==> config.mk <==
export PLATFORM = sky130hd
export DESIGN_NAME = cpu_multicycle
export DESIGN_NICKNAME = d
export VERILOG_FILES = /design/src/rtl/cpu_multicycle.sv
export SDC_FILE = /design/constraint.sdc
export NUM_CORES = 2
export LEC_CHECK = 0
export CORE_MARGIN = 2
export CORE_UTILIZATION = 36
export CTS_CLUSTER_SIZE = 28
export DETAILED_ROUTE_END_ITERATION = 8
export GPL_ROUTABILITY_DRIVEN = 0
export MAX_ROUTING_LAYER = met4
export PLACE_DENSITY_LB_ADDON = 0.25
export SETUP_SLACK_MARGIN = 0.5
export SYNTH_ARGS = -nofsm -noshare
export SYNTH_HDL_FRONTEND = slang
export SYNTH_SLANG_ARGS = --single-unit
export TNS_END_PERCENT = 100
==> constraint.sdc <==
create_clock -name clk -period 4.2 [get_ports clk]
set_input_delay 0.42 -clock clk [delete_from_list [all_inputs] [get_ports clk]]
set_output_delay 0.42 -clock clk [all_outputs]
set_load 0.005 [all_outputs]
==> src/rtl/cpu_multicycle.sv <==
// Multi-cycle RV32I-subset core with a unified req/ready memory port and an 8-state control FSM.
// Define CPU_INSTRET_EN to add the `instret` retired-instruction counter output.
module cpu_multicycle #(
    parameter int unsigned              DATA_WIDTH    = 32,
    parameter int unsigned              ADDRESS_WIDTH = 32,
    parameter logic [ADDRESS_WIDTH-1:0] RESET_PC      = 32'hBFC0_0000
) (
    input  logic                     clk,
    input  logic                     rst,
    input  logic                     trigger,
    output logic                     mem_req,
    output logic                     mem_we,
    output logic [ADDRESS_WIDTH-1:0] mem_addr,
    output logic [DATA_WIDTH-1:0]    mem_wdata,
    input  logic [DATA_WIDTH-1:0]    mem_rdata,
    input  logic                     mem_ready,
    output logic [DATA_WIDTH-1:0]    a0,
`ifdef CPU_INSTRET_EN
    output logic [DATA_WIDTH-1:0]    instret,
`endif
    output logic                     halted
);

    typedef enum logic [2:0] {FETCH, DECODE, EXEC, MEMADDR, MEMRD, MEMWR, WB, HALT} state_t;

    state_t                   state_q, state_d;
    logic [ADDRESS_WIDTH-1:0] pc_q, pc_d;
    logic [31:0]              ir_q, ir_d;
    logic [DATA_WIDTH-1:0]    a_q, a_d, b_q, b_d, imm_q, imm_d;
    logic [DATA_WIDTH-1:0]    aluOut_q, aluOut_d, data_q, data_d;
    logic                     fetchPend_q, fetchPend_d;
    logic [DATA_WIDTH-1:0]    regs_q [32];

    logic                     rfWe;
    logic [4:0]               rfAddr;
    logic [DATA_WIDTH-1:0]    rfData;
    logic                     reqInt, weInt;
    logic [ADDRESS_WIDTH-1:0] addrInt;
    logic [DATA_WIDTH-1:0]    wdataInt;

    logic [6:0] opcode, funct7;
    logic [2:0] funct3;
    logic [4:0] rs1, rs2, rd;
    logic       isR, isAddi, isLui, isLw, isSw, isBeq, isBne, isJal, isJalr, isLegal;

    assign opcode = ir_q[6:0];
    assign rd     = ir_q[11:7];
    assign funct3 = ir_q[14:12];
    assign rs1    = ir_q[19:15];
    assign rs2    = ir_q[24:20];
    assign funct7 = ir_q[31:25];

    assign isR    = (opcode == 7'b0110011) &&
                    (((funct7 == 7'b0000000) && (funct3 == 3'b000 || funct3 == 3'b111 ||
                                                 funct3 == 3'b110 || funct3 == 3'b010)) ||
                     ((funct7 == 7'b0100000) && (funct3 == 3'b000)));
    assign isAddi = (opcode == 7'b0010011) && (funct3 == 3'b000);
    assign isLui  = (opcode == 7'b0110111);
    assign isLw   = (opcode == 7'b0000011) && (funct3 == 3'b010);
    assign isSw   = (opcode == 7'b0100011) && (funct3 == 3'b010);
    assign isBeq  = (opcode == 7'b1100011) && (funct3 == 3'b000);
    assign isBne  = (opcode == 7'b1100011) && (funct3 == 3'b001);
    assign isJal  = (opcode == 7'b1101111);
    assign isJalr = (opcode == 7'b1100111) && (funct3 == 3'b000);
    assign isLegal = isR | isAddi | isLui | isLw | isSw | isBeq | isBne | isJal | isJalr;

    logic [DATA_WIDTH-1:0] immDec, aluRes, jalrSum;
    logic [ADDRESS_WIDTH-1:0] pcPlus4, pcPlusImm;

    always_comb begin
        immDec = DATA_WIDTH'($signed(ir_q[31:20]));
        if (isSw)
            immDec = DATA_WIDTH'($signed({ir_q[31:25], ir_q[11:7]}));
        else if (isBeq || isBne)
            immDec = DATA_WIDTH'($signed({ir_q[31], ir_q[7], ir_q[30:25], ir_q[11:8], 1'b0}));
        else if (isJal)
            immDec = DATA_WIDTH'($signed({ir_q[31], ir_q[19:12], ir_q[20], ir_q[30:21], 1'b0}));
        else if (isLui)
            immDec = DATA_WIDTH'($signed({ir_q[31:12], 12'b0}));
    end

    always_comb begin
        aluRes = a_q + imm_q;
        if (isLui) begin
            aluRes = imm_q;
        end else if (isR) begin
            unique case (funct3)
                3'b111:  aluRes = a_q & b_q;
                3'b110:  aluRes = a_q | b_q;
                3'b010:  aluRes = DATA_WIDTH'($signed(a_q) < $signed(b_q));
                default: aluRes = funct7[5] ? (a_q - b_q) : (a_q + b_q);
            endcase
        end
    end

    assign pcPlus4   = pc_q + ADDRESS_WIDTH'(4);
    assign pcPlusImm = pc_q + ADDRESS_WIDTH'($signed(imm_q));
    assign jalrSum   = a_q + imm_q;

    always_comb begin
        state_d     = state_q;
        pc_d        = pc_q;
        ir_d        = ir_q;
        a_d         = a_q;
        b_d         = b_q;
        imm_d       = imm_q;
        aluOut_d    = aluOut_q;
        data_d      = data_q;
        fetchPend_d = fetchPend_q;
        rfWe        = 1'b0;
        rfAddr      = rd;
        rfData      = aluOut_q;
        reqInt      = 1'b0;
        weInt       = 1'b0;
        addrInt     = pc_q;
        wdataInt    = '0;
        unique case (state_q)
            FETCH: begin
                // A fetch already issued stays requested even if trigger drops during the wait.
                reqInt      = trigger | fetchPend_q;
                fetchPend_d = reqInt & ~mem_ready;
                if (reqInt && mem_ready) begin
                    ir_d    = mem_rdata[31:0];
                    state_d = DECODE;
                end
            end
            DECODE: begin
                a_d   = regs_q[rs1];
                b_d   = regs_q[rs2];
                imm_d = immDec;
                if (!isLegal)          state_d = HALT;
                else if (isLw || isSw) state_d = MEMADDR;
                else                   state_d = EXEC;
            end
            EXEC: begin
                state_d = FETCH;
                if (isJal || isJalr) begin
                    rfWe   = 1'b1;
                    rfData = DATA_WIDTH'(pcPlus4);
                    pc_d   = isJal ? pcPlusImm : ADDRESS_WIDTH'({jalrSum[DATA_WIDTH-1:1], 1'b0});
                end else if (isBeq || isBne) begin
                    pc_d = ((a_q == b_q) ^ isBne) ? pcPlusImm : pcPlus4;
                end else begin
                    aluOut_d = aluRes;
                    state_d  = WB;
                end
            end
            MEMADDR: begin
                aluOut_d = a_q + imm_q;
                state_d  = isLw ? MEMRD : MEMWR;
            end
            MEMRD: begin
                reqInt  = 1'b1;
                addrInt = ADDRESS_WIDTH'(aluOut_q);
                if (mem_ready) begin
                    data_d  = mem_rdata;
                    state_d = WB;
                end
            end
            MEMWR: begin
                reqInt   = 1'b1;
                weInt    = 1'b1;
                addrInt  = ADDRESS_WIDTH'(aluOut_q);
                wdataInt = b_q;
                if (mem_ready) begin
                    pc_d    = pcPlus4;
                    state_d = FETCH;
                end
            end
            WB: begin
                rfWe    = 1'b1;
                rfData  = isLw ? data_q : aluOut_q;
                pc_d    = pcPlus4;
                state_d = FETCH;
            end
            HALT: begin
            end
        endcase
    end

    // Gating with rst drops the request asynchronously and keeps the bus at zero while idle.
    assign mem_req   = rst & reqInt;
    assign mem_we    = mem_req & weInt;
    assign mem_addr  = mem_req ? {addrInt[ADDRESS_WIDTH-1:2], 2'b00} : '0;
    assign mem_wdata = mem_req ? wdataInt : '0;
    assign a0        = regs_q[10];
    assign halted    = (state_q == HALT);

    always_ff @(posedge clk or negedge rst) begin
        if (!rst) begin
            state_q     <= FETCH;
            pc_q        <= RESET_PC;
            ir_q        <= '0;
            a_q         <= '0;
            b_q         <= '0;
            imm_q       <= '0;
            aluOut_q    <= '0;
            data_q      <= '0;
            fetchPend_q <= 1'b0;
        end else begin
            state_q     <= state_d;
            pc_q        <= pc_d;
            ir_q        <= ir_d;
            a_q         <= a_d;
            b_q         <= b_d;
            imm_q       <= imm_d;
            aluOut_q    <= aluOut_d;
            data_q      <= data_d;
            fetchPend_q <= fetchPend_d;
        end
    end

    always_ff @(posedge clk or negedge rst) begin
        if (!rst) begin
            for (int i = 0; i < 32; i++) regs_q[i] <= '0;
        end else if (rfWe && (rfAddr != 5'd0)) begin
            regs_q[rfAddr] <= rfData;
        end
    end

`ifdef CPU_INSTRET_EN
    logic [DATA_WIDTH-1:0] instret_q;

    always_ff @(posedge clk or negedge rst) begin
        if (!rst) begin
            instret_q <= '0;
        end else if ((state_q == EXEC || state_q == MEMWR || state_q == WB) && (state_d == FETCH)) begin
            instret_q <= instret_q + DATA_WIDTH'(1);
        end
    end

    assign instret = instret_q;
`endif

endmodule

==> impl_metrics.toml <==
[power_and_ir_drop]
power.leakage_nw = 33.4
comb_power_share_pct = 48.7
netSwitchingFraction_pct = 43.9
ir_worst_vdd_v = 0.000650
total_switching_power_mw = 27.7
cellPowerDensity_nw_per_um2 = 774
power.share.sequential_pct = 30.8
clock_power_share_pct = 20.5
intPower_mw = 35.5

[floorplanning]
fp.dieH_um = 450
num_io_pins = 135
die_w_um = 450
core.rowCount = 163
core_area_um2 = 197000
initial_core_util_pct = 36.2
design.die.area_um2 = 202000

[yosys]
syn-cell-area_um2 = 71500
post_synth_fa_ha_maj_area_fraction_pct = 2.89
synth_area_in_compound_gates_pct = 14.7
synth_xor_area_share_pct = 1.30
largest_family_of_logic_cells_by_synthesized_area = "multiplexers"
syn_inst = 6830
netlist_top_cells_count = "nand2_1 (1347), dfrtp_1 (1243), o21ai_0 (1219)"
synth_simple_gate_area_share_pct = 10.7
synth_top_cell_area_share_pct = 43.5
synth.ff_latch_count = 1252
async_flop_share_pct = 100
synth.top_cells.by_area = "dfrtp_1 (43%), mux4_2 (20%), o21ai_0 (8.5%)"
synth.most_common_cell = "nand2_1"
yosys_warnings = 0
synth_top_cell_by_area = "dfrtp_1"
synth-main-ff-cell = "dfrtp_1"
synth_sequential_area_ratio_pct = 43.8
synth-edff-count = 0
syn-mean-instance-area_um2 = 10.5
post_synth_mux_area_share_pct = 22.2
cell_variety_after_synth = 86

[timing]
timing.final.hold_violations = 0
final_min_period_over_clock_period_pct = 87.8
report.final.setup_viol = 0
max_slew_margin_pct = 15.8
worst_slew_pin_slew_ns = 1.26
clock_skew_ns = 0.0366
setup_repair_after_global_routing_missed_its_margin = "yes"
fmaxAchievable_mhz = 271
finalWorstPathRequiredPeriod_ns = 3.69
final_max_slew_viol_count = 0
tns_ns = 0

[global_route]
grt_max_degree = 171
globalRoute.totalOverflow = 0
first_global_vias = 54800
grt_usage_pct = 26.4
grt_pass1_wl_um = 386000
grt_antenna_before_repair = 17

[critical_path]
critical_path_peak_fanout = 11
cp-start-kind = "flop"
critical_path_arrival_ns = 3.27
cp.required_ns = 3.78
critPathKind = "reg2out"
cp-end-kind = "primary output"

[clock_network]
clk_pin_slew_ns = 0.06
clk_latency_ns = 0.82
ctsLongestPathBuffers = 3
clock_sinks = 1252
cts-root-buf = "clkbuf_16"
cts_htree_levels = 4
cts_tree = "built"
cts-buffers-inserted = 142

[detailed_routing]
dr.first_iter.drc_count = 6055
remaining_drc_errors = 0
residual_antenna_violating_net_count_after_detailed_routing = 0
drt_first_pass_iters = 7
vias_per_cell = 5.95
dr_total_vias = 56300
routed_wire_length_per_instance_um = 27.7
route.final.wire_length_um = 262000

[placed_design]
post-place-cells = 9190
port_buffers = 132
dpl.hpwl_um = 175000

[hold_path]
timing.hold.worst.class = "in2async"

[final_layout]
area_delta_synth_final_pct = 14.2
finalNetCount = 6898
finish.cell_count_without_fillers = 9461
drive_above_1_share_pct = 19.9

[outcome]
run_status = "finished clean"

[flow_run]
maxCapViolCount = 0
-- area by class of cell --
cell class | count | area, µm²
flip-flops and latches | 1252 | 31400
well taps | 2640 | 3300
clock buffers | 203 | 4170
repair buffers | 401 | 4060
inverters | 117 | 439
clock inverters | 52 | 641
diodes | 11 | 27.5
fillers | 19000 | 116000
multi-input cells | 4785 | 37700
-- logic make-up after synthesis --
group	Yosys count
flops	1252
mux	778
fa+ha+maj	163
buf+inv	794
other cells	1
xor+xnor	106
compound gates	1883
simple gates	1853
-- layer usage --
metal | wire length (µm) | track usage [%]
met4 | 11600 | 10.3
met3 | 19900 | 4.62
met5 | 0 | -
met2 | 123000 | 40.5
met1 | 108000 | 34.9
-- final timing paths --
kind	start	endpoint	slack, ns	depth (start not counted)
worst max-delay path	state_q[1]	mem_wdata[2]	0.51	6
worst min-delay path	rst	regs_q[387]	0.12	2
worst max register to register	imm_q[0]	pc_q[30]	0.55	12
worst min register to register	regs_q[1013]	regs_q[1013]	0.40	0
max in group asynchronous	rst	a0[21]	2.11	4
min in group clk	mem_rdata[25]	ir_q[25]	0.25	2
-- power by group through the flow --
stage / clock (mW) / sequential, mW / combinational, mW
after floorplan: 0 / 17.2 / 20.7
after global placement: 0 / 19.3 / 29.9
after detailed placement: 0 / 19.5 / 30.0
after CTS: 13.2 / 19.3 / 30.2
after global routing: 13.7 / 19.8 / 32.8
final: 13.0 / 19.5 / 30.8
-- repair_timing --
action                                  4_1_cts  5_1_grt
setup buffers                                 3        1
gates cloned                                  0        0
resized for setup                            17       36
endpoints found under the hold margin       421        0
hold buffers                                  1        0
endpoints found under the setup margin      151      256
pin swaps                                     1        2
-- flip-flops by register name, indices dropped and copies added (netlist names) --
name	flops
fetchPend_q	1
a0	32
state_q	3
data_q	32
b_q	32
a_q	32
imm_q	32
aluOut_q	32
ir_q	32
pc_q	32
regs_q	992
-- metrics by stage --
| stage | power (mW) | util (%) | hold WS (ns) | instance area (µm²) | setup slack (ns) |
|---|---|---|---|---|---|
| floorplan | 37.9 | - | 0.124 | 71500 | 0.653 |
| global placement | 49.2 | 38.8 | 0.288 | 76600 | 0.401 |
| detailed placement | 49.5 | 38.8 | 0.286 | 76600 | 0.298 |
| CTS | 62.7 | 41.3 | 0.0889 | 81500 | 0.471 |
| global route | 66.3 | 41.4 | 0.105 | 81700 | 0.360 |
| finish | 63.2 | 41.4 | 0.120 | 81700 | 0.511 |
-- critical path: stages (launching register included) --
cell,delay (ns)
dfrtp_1,0.52
nor2b_2,0.28
nand2_2,0.25
buf_4,0.29
nor3_1,0.32
buf_4,0.24
clkdlybuf4s50_1,0.53
-- cell usage in the layout (no fill, tap or decap), types with 20 or more instances in the layout --
master              n
o22ai_1            50
dfrtp_1          1229
a31oi_1            24
nand2b_1           21
mux2_2             65
o31ai_1            20
buf_12             55
mux4_2            640
o21ai_0          1200
a21oi_1           237
nor2b_1            20
inv_1             116
ha_1              159
xnor2_1            76
nor3_1             72
nand3_1            56
a21o_1             34
xor2_1             30
clkdlybuf4s50_1   131
o211ai_1           23
o21ai_1            36
clkbuf_8           32
mux2i_1            73
nand2_2            27
and3_1             24
nor2_1            179
nand2_1          1319
clkbuf_1           26
buf_4             210
o221ai_1           24
a211oi_1           32
clkinv_2           25
clkbuf_16         145
No activity file was read; power rests on OpenSTA's default activity.
